[src/rtl/clk_div_pkg.sv]
// Shared constants and state encoding for the programmable clock divider.
package clk_div_pkg;

  localparam int CNT_W_DEF   = 8;
  localparam int DEF_DIV_DEF = 4;

  typedef logic [1:0] state_t;

  localparam state_t STOP  = 2'd0;
  localparam state_t RUN   = 2'd1;
  localparam state_t DRAIN = 2'd2;

endpackage

[src/rtl/clk_div_negret.sv]
// Negative-edge retiming flop: delays the posedge phase by half a source cycle.
module clk_div_negret (
  input  logic clk,
  input  logic rst_n,
  input  logic d,
  output logic q
);

  always_ff @(negedge clk or negedge rst_n) begin
    if (!rst_n) q <= 1'b0;
    else        q <= d;
  end

endmodule

[src/rtl/clk_div_prog.sv]
// Runtime-programmable 50% duty integer clock divider; new ratios take effect
// only at an output period boundary so clk_out never produces a runt pulse.
module clk_div_prog
  import clk_div_pkg::*;
#(
  parameter int CNT_W   = CNT_W_DEF,
  parameter int DEF_DIV = DEF_DIV_DEF
) (
  input  logic             clk,
  input  logic             rst_n,
  input  logic             enable,
  input  logic [CNT_W-1:0] div_val,
  input  logic             div_valid,
  output logic             div_ready,
  output logic             div_err,
  output logic [CNT_W-1:0] cur_div,
  output logic             clk_out,
  output logic             period_tick
);

  state_t           state;
  state_t           state_d;
  logic [CNT_W-1:0] cnt;
  logic [CNT_W-1:0] cnt_inc;
  logic [CNT_W-1:0] half_div;
  logic [CNT_W-1:0] pend_div;
  logic             pend;
  logic             pend_d;
  logic             odd_q;
  logic             clk_p;
  logic             clk_n;
  logic             running;
  logic             at_end;
  logic             start;
  logic             apply;
  logic             hs;
  logic             hs_ok;
  logic             hs_bad;

  assign running  = (state != STOP);
  assign at_end   = running && (cnt == cur_div - CNT_W'(1));
  assign start    = enable && (!running || at_end);
  assign apply    = pend && (!running || at_end);
  assign cnt_inc  = cnt + CNT_W'(1);
  assign half_div = (cur_div >> 1) + CNT_W'(cur_div[0]);

  assign hs     = div_valid && div_ready;
  assign hs_ok  = hs && (div_val >= CNT_W'(2));
  assign hs_bad = hs && (div_val <  CNT_W'(2));

  // Ready cannot be high while a ratio is pending, so apply and accept never coincide.
  assign pend_d = apply ? 1'b0 : (hs_ok ? 1'b1 : pend);

  // NOTE: every combinational output gets a default first so no path leaves it unassigned (no latch).
  always_comb begin
    state_d = state;
    if (!running || at_end) state_d = enable ? RUN : STOP;
    else                    state_d = enable ? RUN : DRAIN;
  end

  // NOTE: state is updated with non-blocking assignments so all flops sample pre-edge values.
  always_ff @(posedge clk or negedge rst_n) begin
    if (!rst_n) begin
      state       <= STOP;
      cnt         <= '0;
      clk_p       <= 1'b0;
      period_tick <= 1'b0;
    end else begin
      state       <= state_d;
      period_tick <= start;
      if (start) begin
        cnt   <= '0;
        clk_p <= 1'b1;
      end else if (running && !at_end) begin
        cnt   <= cnt_inc;
        clk_p <= (cnt_inc < half_div);
      end else begin
        cnt   <= '0;
        clk_p <= 1'b0;
      end
    end
  end

  always_ff @(posedge clk or negedge rst_n) begin
    if (!rst_n) begin
      cur_div   <= CNT_W'(DEF_DIV);
      odd_q     <= ((DEF_DIV % 2) != 0);
      pend      <= 1'b0;
      pend_div  <= '0;
      div_ready <= 1'b0;
      div_err   <= 1'b0;
    end else begin
      pend      <= pend_d;
      div_ready <= !pend_d;
      div_err   <= hs_bad;
      if (apply) begin
        cur_div <= pend_div;
        odd_q   <= pend_div[0];
      end
      if (hs_ok) pend_div <= div_val;
    end
  end

  clk_div_negret u_negret (
    .clk   (clk),
    .rst_n (rst_n),
    .d     (clk_p),
    .q     (clk_n)
  );

  // Odd ratios use the half-cycle-late copy to trim the high phase to N/2 cycles.
  assign clk_out = clk_p & (clk_n | ~odd_q);

endmodule

[config.mk]
export PLATFORM = sky130hd
export DESIGN_NAME = clk_div_prog
export DESIGN_NICKNAME = d
export VERILOG_FILES = /design/src/rtl/clk_div_pkg.sv /design/src/rtl/clk_div_negret.sv /design/src/rtl/clk_div_prog.sv
export SDC_FILE = /design/constraint.sdc
export NUM_CORES = 1
export LEC_CHECK = 0
export ABC_AREA = 1
export CORE_MARGIN = 2
export CORE_UTILIZATION = 50
export DETAILED_ROUTE_END_ITERATION = 16
export PLACE_DENSITY = 0.73
export SETUP_SLACK_MARGIN = 0.3
export SYNTH_ARGS = -nofsm -noshare
export SYNTH_HDL_FRONTEND = slang
export SYNTH_SLANG_ARGS = --single-unit
[constraint.sdc]
create_clock -name clk -period 3.2 [get_ports clk]
set_input_delay 0.8 -clock clk [delete_from_list [all_inputs] [get_ports clk]]
set_output_delay 0.8 -clock clk [all_outputs]
set_load 0.03 [all_outputs]
Yosys cells after proc, flatten, opt, wreduce, memory -nomap -nowiden --
Index checks and enable logic that the tools add are counted.
Cells by class: magnitude comparators 3, multiply operators 0, bitwise operators 3, reductions and logical operators 12, add/subtract/negate cells 3, divide/modulo/power cells 0, mux-type cells 9, eq/ne operators 1, shift-type cells 0
Operator list (number):
- $mux 8 | 2
- $add 7x1->8 | 1
- $add 8x1->8 const B | 1
- $eq 8x8->1 | 1
- $ge 8x2->1 const B | 1
- $lt 8x2->1 const B | 1
- $lt 8x8->1 | 1
- $sub 8x1->8 const B | 1
- $logic_and 1x1->1 | 7
- $mux 1 | 5
- $mux 2 | 2
- $logic_not 1->1 | 3
- $reduce_bool 2->1 | 1
- $and 1x1->1 | 1
- $logic_or 1x1->1 | 1
- $not 1->1 | 1
- $or 1x1->1 | 1
Word-level totals: memories kept 0, flip-flop bits (word level) 33, word-level logic and storage cells 42, bits in latches 0, ROM bits 0, output and inout bits 12, memory bits (writable) 0, input bits 12

Depth between registers and ports, before layout --
depth in word-level cells 7, depth in mapped cells 15, gate-level depth less buffers 14

Cells and area by module --
From an unflattened synthesis, not the netlist that was laid out.
Second synthesis, totals: cell total of the unflattened synthesis 249, area total of the unflattened synthesis 1885.6 um2
Modules (own cells, without submodules):
- clk_div_prog | area each 1860.5 um2, times used 1, cells an instance 248
- clk_div_negret | area each 25.0 um2, times used 1, cells an instance 1

==> results.yml <==
outcome:
  run_status: "complete, but fails checks"
  violations: "negative setup slack"
global_route:
  overflow: 0
  grt_pass1_wl_um: 6410
  antenna_found_initial: 0
  grt_use_total: 0.202
  grt_max_degree: 32
  grt_pass1_vias: 1505
floorplanning:
  die-area_um2: 4230
  die_h_um: 65
  num_rows: 22
  core_area_um2: 3610
  die_w_um: 65
  io_pins: 24
  start_util: 0.516
yosys:
  synth_seq_cells: 32
  syn_area_um2: 1860
  synth_common_cells: "70 x nand2_1, 30 x dfrtp_1, 24 x inv_1"
  synth_edf_count: 0
  yosysMostFrequentCell: "nand2_1"
  yosysWarnings: 0
  synth_area_per_cell_um2: 8.02
  seq_area_frac_synth: 0.431
  synthFlopType: "dfrtp_1"
  synth_nets: 255
  synth_cells: 232
  synth_top_area_cell: "dfrtp_1"
  yosys.cell_types.count: 29
  ys_async_sr_fraction: 1.00
  synth.top_cell.area_share: 0.403
  yosys-top-cells-area: "dfrtp_1 40%, nand2_1 14%, ha_1 7.4%, nand3_1 5.9%, inv_1 4.8%"
pwr:
  p_int_mw: 1.12
  design_power_total_mw: 1.97
  seq_power_share: 0.375
  switchingPower_uw: 847
  p_comb_frac: 0.468
  pwr-share-clk: 0.157
  p_leak_nw: 1.15
  power_density_nw_per_um2: 892
  vdd_drop_max_v: 0.000449
  sw_frac_of_total: 0.430
sta:
  fin_skew_ps: 10.3
  slew_headroom: 0.650
  finalHoldViolCount: 0
  rsz0062_at_grt: "yes"
  slew_viol_final: 0
  tightest_slew_ps: 523
  finalSetupTns_ps: -151
  fin_ws_ps: -151
  setup_viol: 1
clock_network:
  path_clk_slew_ps: 60
  root_buffer: "clkbuf_8"
  cts.sinks: 32
  post-cts-setup-buffers: 0
  numCtsBuffers: 5
  tritoncts: "built"
  h-tree-depth: 2
  clock_latency_ps: 280
  clk_path_buf_depth: 2
setup_path:
  cp_data_arrival_time_ps: 2550
  r2r-end: "cnt[6]$_DFF_PN0_"
  critPathCaptureType: "output pin"
  r2r_cells: 10
  r2r_slack_ps: 830
  critPathLaunchType: "register"
  crit_required_ps: 2400
  critical_path.max_fanout: 1
  r2r_start: "cur_div[0]$_DFFE_PN0P_"
  path_class: "register to output pin"
flow_run:
  drv_cap: 0
min_path:
  hold_class: "register to register"
  min_to: "pend_div[5]$_DFFE_PN0P_"
  holdPathStages: 2
  min-delay-start: "pend_div[5]$_DFFE_PN0P_"
drt:
  drt_iter0_markers: 51
  routed_wl_um: 3500
  drc: 0
  dr_total_vias: 1462
  vias_per_cell: 4.79
  wire_per_inst_um: 11.5
  first_pass_iters: 4
  ant_nets: 0
cells_and_area:
  final_cell_area_um2: 2210
  nNetsFinal: 279
  num-fill-cells: 336
  area_growth_pct: 18.6
  drive_gt1_frac: 0.0856
  multi_input_area_um2: 900
  antenna_cells: 0
  regArea_um2: 802
  final_util: 0.612
place:
  io_buffers: 23
  dp_hpwl_um: 2740
  gp_congestion: 0.774
  placed_area_um2: 2110
  pre_cts_ws_ps: 127
layout by cell type, fill, tap and decap left out, drive strengths merged:
| master | instances |
|---|---|
| nand2 | 72 |
| dfrtp | 30 |
| inv | 29 |
| nor2 | 23 |
| nand3 | 22 |
| clkdlybuf4s50 | 22 |
| ha | 11 |
| xor2 | 9 |
| clkbuf | 8 |
| o21ai | 5 |
| nand4 | 4 |
| xnor2 | 4 |
| a21oi | 4 |
| buf | 3 |
| or2 | 2 |
| nor3 | 2 |
| nand2b | 1 |
| nand3b | 1 |
| xnor3 | 1 |
| nor4 | 1 |
| o21a | 1 |
| dfstp | 1 |
| dfrtn | 1 |
worst max path at each step:
stage / start / slack (ps) / endpoint / cells past startpoint
floorplan: u_negret.q$_DFF_NN0_ / 250 / clk_out / 1
global placement: u_negret.q$_DFF_NN0_ / 140 / clk_out / 2
detailed placement: u_negret.q$_DFF_NN0_ / 130 / clk_out / 2
CTS: u_negret.q$_DFF_NN0_ / -160 / clk_out / 2
global route: u_negret.q$_DFF_NN0_ / -180 / clk_out / 2
finish: u_negret.q$_DFF_NN0_ / -150 / clk_out / 2
flip-flops by register name, indices dropped and copies added (netlist names):
signal / count
pend: 1
cur_div: 8
div_err: 1
state: 2
u_negret.q: 1
period_tick: 1
div_ready: 1
pend_div: 8
cnt: 8
clk_p: 1
final cells by class:
type                    count  area share
well taps                  48      0.0272
repair buffers             25       0.112
clock buffers               8      0.0408
flip-flops and latches     32       0.363
multi-input cells         163       0.408
inverters                  29      0.0493
cell families after synthesis:
logic type	count (synthesis)	synth area share
buf+inv	37	0.0894
flops	32	0.431
xor+xnor	14	0.0733
fa+ha+maj	11	0.0740
simple gates	128	0.304
compound gates	10	0.0282
layer usage:
layer | track usage | routed length (µm) | up-vias
li1 | - | - | 771
met1 | 0.227 | 1540 | 662
met2 | 0.366 | 1790 | 21
met3 | 0.0365 | 100 | 8
met4 | 0.0984 | 76 | 0
met5 | 0 | 0 | -
power by group through the flow:
| stage | clock, mW | sequential [mW] | combinational [mW] |
|---|---|---|---|
| after global routing | 0.335 | 0.762 | 1.05 |
| after floorplan | 0 | 0.732 | 0.679 |
| after detailed placement | 0 | 0.739 | 0.925 |
| after global placement | 0 | 0.735 | 0.891 |
| after CTS | 0.318 | 0.735 | 0.937 |
| final | 0.309 | 0.738 | 0.922 |
through the flow:
stage          hold WS, ps  std cells
2_1_floorplan          443        232
3_3_place_gp           455        297
3_5_place_dp           460        297
4_1_cts                475        305
5_1_grt                514        305
6_report               470        305
repair_timing:
item | 4_1_cts | 5_1_grt
pin swaps | 0 | 0
setup endpoints to repair | 1 | 1
hold buffers | 0 | 0
gates cloned | 0 | 0
gates resized for setup | 1 | 0
worst max-delay path: stages, from the launching register on:
cell and delay, ps:
dfrtn_1 340, o21a_4 190, buf_6 130
No activity file was read; power rests on OpenSTA's default activity.
